$ cat src/rtl/hack_boot_ctrl.sv
// -----------------------------------------------------------------------------
// hack_boot_ctrl
//
// Boot sequencer for the Hack CPU. It pulls a program image from the host link,
// writes it into instruction ROM, pulses the CPU reset and lets the CPU run.
// While the CPU runs it watches the pc for the canonical "jump back to
// yourself" halt loop, and when it sees one it freezes the CPU in reset.
//
// Host stream format: a 2-byte big-endian word count N, then N words, each
// sent high byte first.
//
// Handshake (rx_valid / rx_ready): a byte moves only on a rising edge where
// rx_valid and rx_ready are both high. rx_ready is high only while a header or
// data byte is expected, and is dropped while abort is asserted so that a byte
// is never taken on an edge that discards it. rx_valid is never required to
// wait for rx_ready, and rx_valid without rx_ready consumes nothing.
//
// Ports:
//   clk, reset_n           clock (rising edge), asynchronous active-low reset
//   start, rerun, abort    control: load / reboot loaded image / back to IDLE
//   rx_valid, rx_byte      host byte stream in
//   rx_ready               byte accepted on this edge if rx_valid is high
//   cpu_pc                 CPU program counter, watched while running
//   cpu_reset              registered, active-high CPU reset
//   rom_we/addr/wdata      one-cycle ROM write strobe, address and data
//   busy/running/halted/err  status decoded from the state
//   loaded_words           word count of the last complete image
//   dbgState               current state encoding, for debug and checkers
// -----------------------------------------------------------------------------
module hack_boot_ctrl #(
    parameter int ROM_AW      = 15,
    parameter int RST_CYCLES  = 4,
    parameter int HALT_REPEAT = 8
) (
    input  logic              clk,
    input  logic              reset_n,
    input  logic              start,
    input  logic              rerun,
    input  logic              abort,
    input  logic              rx_valid,
    input  logic [7:0]        rx_byte,
    output logic              rx_ready,
    input  logic [14:0]       cpu_pc,
    output logic              cpu_reset,
    output logic              rom_we,
    output logic [ROM_AW-1:0] rom_addr,
    output logic [15:0]       rom_wdata,
    output logic              busy,
    output logic              running,
    output logic              halted,
    output logic              err,
    output logic [15:0]       loaded_words,
    output logic [3:0]        dbgState
);

    localparam int BOOT_W = (RST_CYCLES > 1) ? $clog2(RST_CYCLES) : 1;
    localparam int CNT_W  = $clog2(HALT_REPEAT + 1) + 1;

    typedef enum logic [3:0] {
        IDLE    = 4'd0,
        HDR_HI  = 4'd1,
        HDR_LO  = 4'd2,
        DATA_HI = 4'd3,
        DATA_LO = 4'd4,
        BOOT    = 4'd5,
        RUN     = 4'd6,
        HALT    = 4'd7,
        ERR     = 4'd8
    } state_t;

    state_t state, stateNext;

    logic [7:0]        lenHi;
    logic [15:0]       lenReg;
    logic [7:0]        hiByte;
    logic [ROM_AW-1:0] wordIdx;
    logic [BOOT_W-1:0] bootCnt;
    logic [14:0]       prevPc;
    logic [14:0]       loopAddr;
    logic [CNT_W-1:0]  haltCnt;
    logic              pcValid;

    logic        rxAccept;
    logic [15:0] lenFull;
    logic        lenBad;
    logic        lastWord;
    logic        bootDone;
    logic        haltHit;
    logic [14:0] pcBack;
    logic [14:0] loopFwd;

    // ---------------------------------------------------------------- state reg
    always_ff @(posedge clk or negedge reset_n) begin
        if (!reset_n) begin
            state <= IDLE;
        end else begin
            state <= stateNext;
        end
    end

    // ------------------------------------------------- next state and handshake
    always_comb begin
        stateNext = state;
        rx_ready  = 1'b0;
        rxAccept  = 1'b0;
        lenFull   = {lenHi, rx_byte};
        // A header that is zero or larger than the ROM can hold is rejected
        // before any ROM write happens.
        lenBad    = (lenFull == 16'd0) || ({16'd0, lenFull} > (32'd1 << ROM_AW));
        lastWord  = (32'(wordIdx) == ({16'd0, lenReg} - 32'd1));
        bootDone  = (32'(bootCnt) == RST_CYCLES - 1);
        haltHit   = (32'(haltCnt) >= HALT_REPEAT);

        if (state inside {HDR_HI, HDR_LO, DATA_HI, DATA_LO}) begin
            rx_ready = !abort;
        end
        rxAccept = rx_ready && rx_valid;

        if (abort) begin
            stateNext = IDLE;
        end else begin
            case (state)
                IDLE:    if (start) stateNext = HDR_HI;
                HDR_HI:  if (rxAccept) stateNext = HDR_LO;
                HDR_LO:  if (rxAccept) stateNext = lenBad ? ERR : DATA_HI;
                DATA_HI: if (rxAccept) stateNext = DATA_LO;
                DATA_LO: if (rxAccept) stateNext = lastWord ? BOOT : DATA_HI;
                BOOT:    if (bootDone) stateNext = RUN;
                RUN:     if (haltHit) stateNext = HALT;
                HALT: begin
                    if (start) stateNext = HDR_HI;
                    else if (rerun) stateNext = BOOT;
                end
                ERR:     if (start) stateNext = HDR_HI;
                default: stateNext = IDLE;
            endcase
        end
    end

    // ---------------------------------------------------------------- datapath
    assign pcBack  = prevPc - 15'd1;
    assign loopFwd = loopAddr + 15'd1;

    always_ff @(posedge clk or negedge reset_n) begin
        if (!reset_n) begin
            cpu_reset    <= 1'b1;
            rom_we       <= 1'b0;
            rom_addr     <= '0;
            rom_wdata    <= 16'd0;
            loaded_words <= 16'd0;
            lenHi        <= 8'd0;
            lenReg       <= 16'd0;
            hiByte       <= 8'd0;
            wordIdx      <= '0;
            bootCnt      <= '0;
            prevPc       <= 15'd0;
            loopAddr     <= 15'd0;
            haltCnt      <= '0;
            pcValid      <= 1'b0;
        end else begin
            // Registered from the next state so the CPU leaves reset on the
            // same edge that enters RUN and re-enters reset on the edge out.
            cpu_reset <= (stateNext != RUN);
            rom_we    <= 1'b0;

            if (rxAccept) begin
                case (state)
                    HDR_HI:  lenHi <= rx_byte;
                    HDR_LO: begin
                        lenReg  <= lenFull;
                        wordIdx <= '0;
                    end
                    DATA_HI: hiByte <= rx_byte;
                    DATA_LO: begin
                        rom_we    <= 1'b1;
                        rom_addr  <= wordIdx;
                        rom_wdata <= {hiByte, rx_byte};
                        wordIdx   <= wordIdx + 1'b1;
                        if (lastWord) loaded_words <= lenReg;
                    end
                    default: ;
                endcase
            end

            if (state != BOOT) begin
                bootCnt <= '0;
            end else if (stateNext == BOOT) begin
                bootCnt <= bootCnt + 1'b1;
            end

            // Halt detector. Held clear outside RUN; the first RUN cycle only
            // captures the pc because there is no previous pc to compare with.
            if (state != RUN) begin
                prevPc   <= 15'd0;
                loopAddr <= 15'd0;
                haltCnt  <= '0;
                pcValid  <= 1'b0;
            end else begin
                prevPc  <= cpu_pc;
                pcValid <= 1'b1;
                if (pcValid) begin
                    if (cpu_pc == pcBack) begin
                        if (cpu_pc == loopAddr) begin
                            haltCnt <= haltCnt + 1'b1;
                        end else begin
                            loopAddr <= cpu_pc;
                            haltCnt  <= CNT_W'(1);
                        end
                    end else if ((prevPc == loopAddr) && (cpu_pc == loopFwd)) begin
                        // Forward half of the loop: keep the count.
                        haltCnt <= haltCnt;
                    end else begin
                        haltCnt <= '0;
                    end
                end
            end
        end
    end

    // ---------------------------------------------------------------- status
    always_comb begin
        busy    = (state inside {HDR_HI, HDR_LO, DATA_HI, DATA_LO, BOOT});
        running = (state == RUN);
        halted  = (state == HALT);
        err     = (state == ERR);
    end

    assign dbgState = state;

endmodule
$ cat config.mk
export PLATFORM = sky130hd
export DESIGN_NAME = hack_boot_ctrl
export DESIGN_NICKNAME = d
export VERILOG_FILES = /design/src/rtl/hack_boot_ctrl.sv
export SDC_FILE = /design/constraint.sdc
export NUM_CORES = 1
export LEC_CHECK = 0
export CORE_MARGIN = 3
export CORE_UTILIZATION = 35
export DETAILED_ROUTE_END_ITERATION = 7
export PLACE_DENSITY_LB_ADDON = 0.2
export SETUP_SLACK_MARGIN = 0.5
export SYNTH_ARGS = -nofsm -noshare
export SYNTH_HDL_FRONTEND = slang
export SYNTH_SLANG_ARGS = --single-unit
$ cat constraint.sdc
create_clock -name clk -period 3.04 [get_ports clk]
set_input_delay 0.608 -clock clk [delete_from_list [all_inputs] [get_ports clk]]
set_output_delay 0.608 -clock clk [all_outputs]
set_load 0.1 [all_outputs]
Yosys cells after proc, flatten, opt, wreduce, memory -nomap -nowiden:

Index checks and enable logic that the tools add are counted.

* register bits after elaboration: 138
* bits in latches: 0
* bits in writable memories: 0
* ROM bits: 0
* bits of input ports: 29
* output and inout port bits: 58
* logic and storage cells: 94
* memories: 0

* $add $sub $neg: 6
* multiply operators: 0
* divide/modulo/power cells: 0
* $lt $le $gt $ge: 2
* eq/ne operators: 20
* shift-type cells: 0
* multiplexer cells: 30
* bitwise gates (word level): 0
* reduce and logical (&&, ||, !) cells: 21

Operator list (number)
* two-way mux 15 bit: 5
* equality test 15 bit: 4
* two-way mux 4 bit: 11
* equality test 15 x 32 -> 1 bit: 1
* one-hot mux 4 bit (8 select lines): 1
* adder 15 x 1 -> 15 bit (second input constant): 2
* one-hot mux 15 bit (2 select lines): 1
* two-way mux 5 bit: 5
* equality test 4 x 3 -> 1 bit (second input constant): 5
* subtractor 16 x 1 -> 17 bit (second input constant): 1
* > comparator 16 bit (second input constant): 1
* zero test 16 bit: 1
* subtractor 15 x 1 -> 15 bit (second input constant): 1
* inequality test 4 x 3 -> 1 bit (second input constant): 3
* AND reduction 2 bit: 6
* equality test 4 x 2 -> 1 bit (second input constant): 2
* nonzero test 2 bit: 4
* AND reduction 3 bit: 2
* adder 5 x 1 -> 5 bit (second input constant): 1
* greater-or-equal comparator 5 x 4 -> 1 bit (second input constant): 1
* nonzero test 5 bit: 1
* equality test 4 x 1 -> 1 bit (second input constant): 1
* equality test 4 bit (second input constant): 1
* zero test 4 bit: 1
* other kinds (12): 17

Longest topological paths before layout:

* word-level depth: 10
* gate-level depth with buffers: 12
* gate-level depth less buffers: 10

Least setup slack after synthesis:

Ideal clock, no wire load.

* kind: reg-to-output
* start: register state[2], in the netlist dbgState[2]
* end: output busy
* arrival: 3643 ps
* data required time: 2432 ps
* path slack: -1211 ps
* cell stages (with the launch flop): 4
* buffers on the path: 1
* path through: dfrtp_1 clkbuf_1 nor3_1 a211oi_1

* word-level cells in the longest chain between the ends: 2
* elaborated cells on any way between the ends: 6
* those cells by class: 5 x eq/ne; 1 x reduce/logical

Ends and longest elaborated chain
* start: declaration: RTL line 71 `state_t state, stateNext;`
* start signal: assignment: RTL line 97 `state <= stateNext;`
* equality test 4 x 1 -> 1 bit, or another cell as far along: RTL line 222 `busy = (state inside {HDR_HI, HDR_LO, DATA_HI, DATA_LO, BOOT});`
* nonzero test 5 bit (*): RTL line 222
* end: declaration: RTL line 48 `output logic busy,`

Mark *: on every way between the ends. The rest lies on a longest branch, timed or not.

Final worst setup path:

* start: register prevPc[0]
* end: register loopAddr[6]

* word-level cells in the longest chain between the ends: 4

Ends and longest elaborated chain
* start: declaration: RTL line 78 `logic [14:0] prevPc;`
* start signal: assignment: RTL line 199 `prevPc <= cpu_pc;`
* subtractor 15 x 1 -> 15 bit: RTL line 141 `assign pcBack = prevPc - 15'd1;`
* equality test 15 bit: RTL line 202 `if (cpu_pc == pcBack) begin`
* nonzero test 2 bit (no source line)
* AND reduction 3 bit (no source line)
* end signal: assignment: RTL line 206 `loopAddr <= cpu_pc;`
* end: declaration: RTL line 79 `logic [14:0] loopAddr;`

No other way between the ends.
A chain may end at the register's enable or synchronous reset.

==> out/qor.json <==
{
  "remaining_drc_errors": 0,
  "pwr_density_cell_nw_per_um2": 468,
  "mappedNetlistNets": 857,
  "tritoncts": "built",
  "setup-tns-final_ns": 0,
  "slew_viol_final": 0,
  "cts-root-to-sink-buffers": 2,
  "drv_cap": 0,
  "worst_path_dominant_cell_family": "simple AND/OR/NAND/NOR gates",
  "grt_start_max_net_pins": 61,
  "fp-row-count": 53,
  "syn-instance-count": 821,
  "postRouteWirelength_um": 21700,
  "postSynthRegisterBits": 138,
  "worst_ep_arrival_time_ns": 3.23,
  "global_route_wire_length_before_repair_um": 35200,
  "route.detailed.vias_per_inst": 5.12,
  "required_ns": 3.34,
  "drt_first_pass_iters": 5,
  "syn2layout_area_growth_pct": 34.1,
  "commonest_cells_after_routing_fill_and_taps_aside": "152 x sky130_fd_sc_hd__nand2_1, 144 x sky130_fd_sc_hd__buf_4, 130 x sky130_fd_sc_hd__dfrtp_1",
  "slew-limit-headroom_pct": 59.5,
  "fin_total_pwr_mw": 4.81,
  "syn_area_sq_um": 7660,
  "power.leakage_nw": 5.06,
  "final_net_count": 1006,
  "clock_sink_count": 138,
  "timing.final.setup_violations": 0,
  "slowest_delay_ns": 0.48,
  "path_class": "register to register",
  "aggregate_global_routing_overflow": 0,
  "whs_ns": 0.180,
  "stdcell_count": 1258,
  "tritoncts_buffers": 17,
  "gp_routability_congestion": 0.903,
  "hold_path_class": "primary input to async pin",
  "post-synth-top-area-cell": "sky130_fd_sc_hd__dfrtp_1",
  "initial_core_util_pct": 36.0,
  "fmaxAchievable_ghz": 0.342,
  "critical_path.n_buffers_inverters": 1,
  "share_of_flip_flops_with_an_asynchronous_set_or_reset_after_synthesis_pct": 100,
  "postLayoutSetupSlackWorst_ns": 0.115,
  "antenna_left": 0,
  "synth.yosys.warnings": 0,
  "cts_clk_pin_slew_worst_paths_ns": 0.06,
  "final_cell_area_sq_um": 10300,
  "cts_hold_fix_bufs": 0,
  "timing_worst_slew_pin_value_ns": 0.608,
  "groute.usage.overall_pct": 18.5,
  "placeableCoreArea_sq_um": 21300,
  "number_of_i_o_port_buffers": 86,
  "critical_path.startpoint_type": "register",
  "timing_hold_violations_final": 0,
  "grt_antenna_before_repair": 0,
  "worstPathCellList": "inv_2 -> ha_4 -> or4b_4 -> or4b_1 -> and3_1 -> o31a_1 -> nor3b_2 -> and3_4 -> nand3_4 -> mux2_2",
  "yosys.cell_types.count": 65,
  "max-vdd-ir-drop_v": 0.000403,
  "fin_worst_skew_ns": 0.0149,
  "seq_area_frac_synth_pct": 45.1,
  "placed_area_sq_um": 9260,
  "final_period_minus_worst_setup_slack_ns": 2.92,
  "post-dp-hpwl_um": 15400,
  "die_h_um": 154,
  "synthFlopType": "sky130_fd_sc_hd__dfrtp_1",
  "dpl.cell_count": 1205,
  "finalCritPeriodShare_pct": 96.2,
  "total_via_count_after_detailed_routing": 6442,
  "finish.utilization_pct": 48.3,
  "die_area_sq_um": 23700,
  "final_common_cell": "sky130_fd_sc_hd__nand2_1",
  "diodes": 0,
  "critPathMaxFanout": 5,
  "number_of_flops_mapped_to_enable_cells_by_yosys": 0,
  "clockRootBuffer": "sky130_fd_sc_hd__clkbuf_16",
  "pre_cts_ws_ns": -0.245,
  "setup.worst_path.end_class": "register",
  "rsz0062_at_grt": "true",
  "number_of_global_route_vias_before_repair": 6489,
  "netlist_top_cells_area": "sky130_fd_sc_hd__dfrtp_1 45%, sky130_fd_sc_hd__nand2_1 7.5%, sky130_fd_sc_hd__mux2_2 6.9%",
  "final_layout_size_suffix_gt1_share_pct": 29.8,
  "synth_area_per_inst_sq_um": 9.33,
  "cts_max_level": 4,
  "cell_with_the_largest_stage_delay_on_the_worst_path": "sky130_fd_sc_hd__or4b_4",
  "dieWidth_um": 154,
  "avgRoutedWirePerCell_um": 17.2,
  "worst_skew_pair.late_latency_ns": 0.42,
  "status": "finished clean",
  "num_io_pins": 87,
  "drt_iter0_drcs": 417,
  "portion_of_synthesized_cell_area_occupied_by_the_leading_cell_type_pct": 44.8
}
Yosys cell counts (all sizes together), types with 2 or more instances:
master	number
mux2	47
nor2	37
nand2b	6
inv	36
o31ai	4
a211o	3
and3	9
and2	6
mux2i	19
a21oi	16
xor2	52
xnor2	27
or3	9
a31o	2
or2	2
and4	2
nand2	154
nand4	21
nand4b	4
o211ai	7
nor2b	8
a32oi	2
o21ba	2
or4b	2
a211oi	2
a2111oi	4
o31a	4
nor4b	5
nor3b	7
a31oi	2
dfrtp	137
o22ai	5
buf	7
nor3	27
nor4	19
clkbuf	45
ha	7
or4	4
o21a	3
nand3	22
o21ai	28
power by group:
group	switching (mW)	internal, mW
sequential	0.0762	1.90
clock	0.905	1.27
combinational	0.361	0.292
total	1.34	3.46
metal layers:
layer / global-route usage [%] / up-vias / share of wire (%)
li1: - / 3144 / -
met1: 26.7 / 3140 / 49
met2: 27.7 / 138 / 44
met3: 4.53 / 20 / 4.8
met4: 4.84 / 0 / 1.7
met5: 0 / - / 0
sequential cells by signal (all words and copies together), names as in the netlist, 2 cells and up:
signal        flops
lenReg           16
loaded_words     16
rom_wdata        16
loopAddr         15
prevPc           15
rom_addr         15
wordIdx          15
hiByte            8
lenHi             8
haltCnt           5
dbgState          4
bootCnt           2
layout make-up:
cell class,count,area [sq um]
Fill cell,2002,11000
Tap cell,275,344
Timing Repair Buffer,181,1500
Inverter,36,139
Clock buffer,18,439
Clock inverter,14,175
Multi-Input combinational cell,596,4210
Sequential cell,138,3470
cells by family after synthesis:
| group | synth area share, % |
|---|---|
| simple gates | 22.4 |
| flops | 45.1 |
| compound gates | 8.40 |
| buf+inv | 4.48 |
| xor+xnor | 9.03 |
| mux | 9.39 |
| fa+ha+maj | 1.14 |
path summary, 6_finish.rpt:
kind	slack, ns	end	cells past startpoint	startpoint
setup / recovery	0.12	loopAddr[6]	10	prevPc[0]
hold / removal	0.18	rom_we	1	reset_n
setup reg to reg	0.12	loopAddr[6]	10	prevPc[0]
hold reg to reg	0.47	rom_wdata[9]	2	hiByte[1]
max in group asynchronous	2.10	cpu_reset	2	reset_n
min in group clk	0.47	rom_wdata[9]	2	hiByte[1]
repair_timing:
item / CTS / global route
gates resized for setup: 37 / 17
pin swaps: 19 / 11
endpoints found under the setup margin: 39 / 45
cloned: 1 / 0
setup buffers: 15 / 5
hold endpoints to repair: 0 / 0
(Power assumes the default switching activity.)
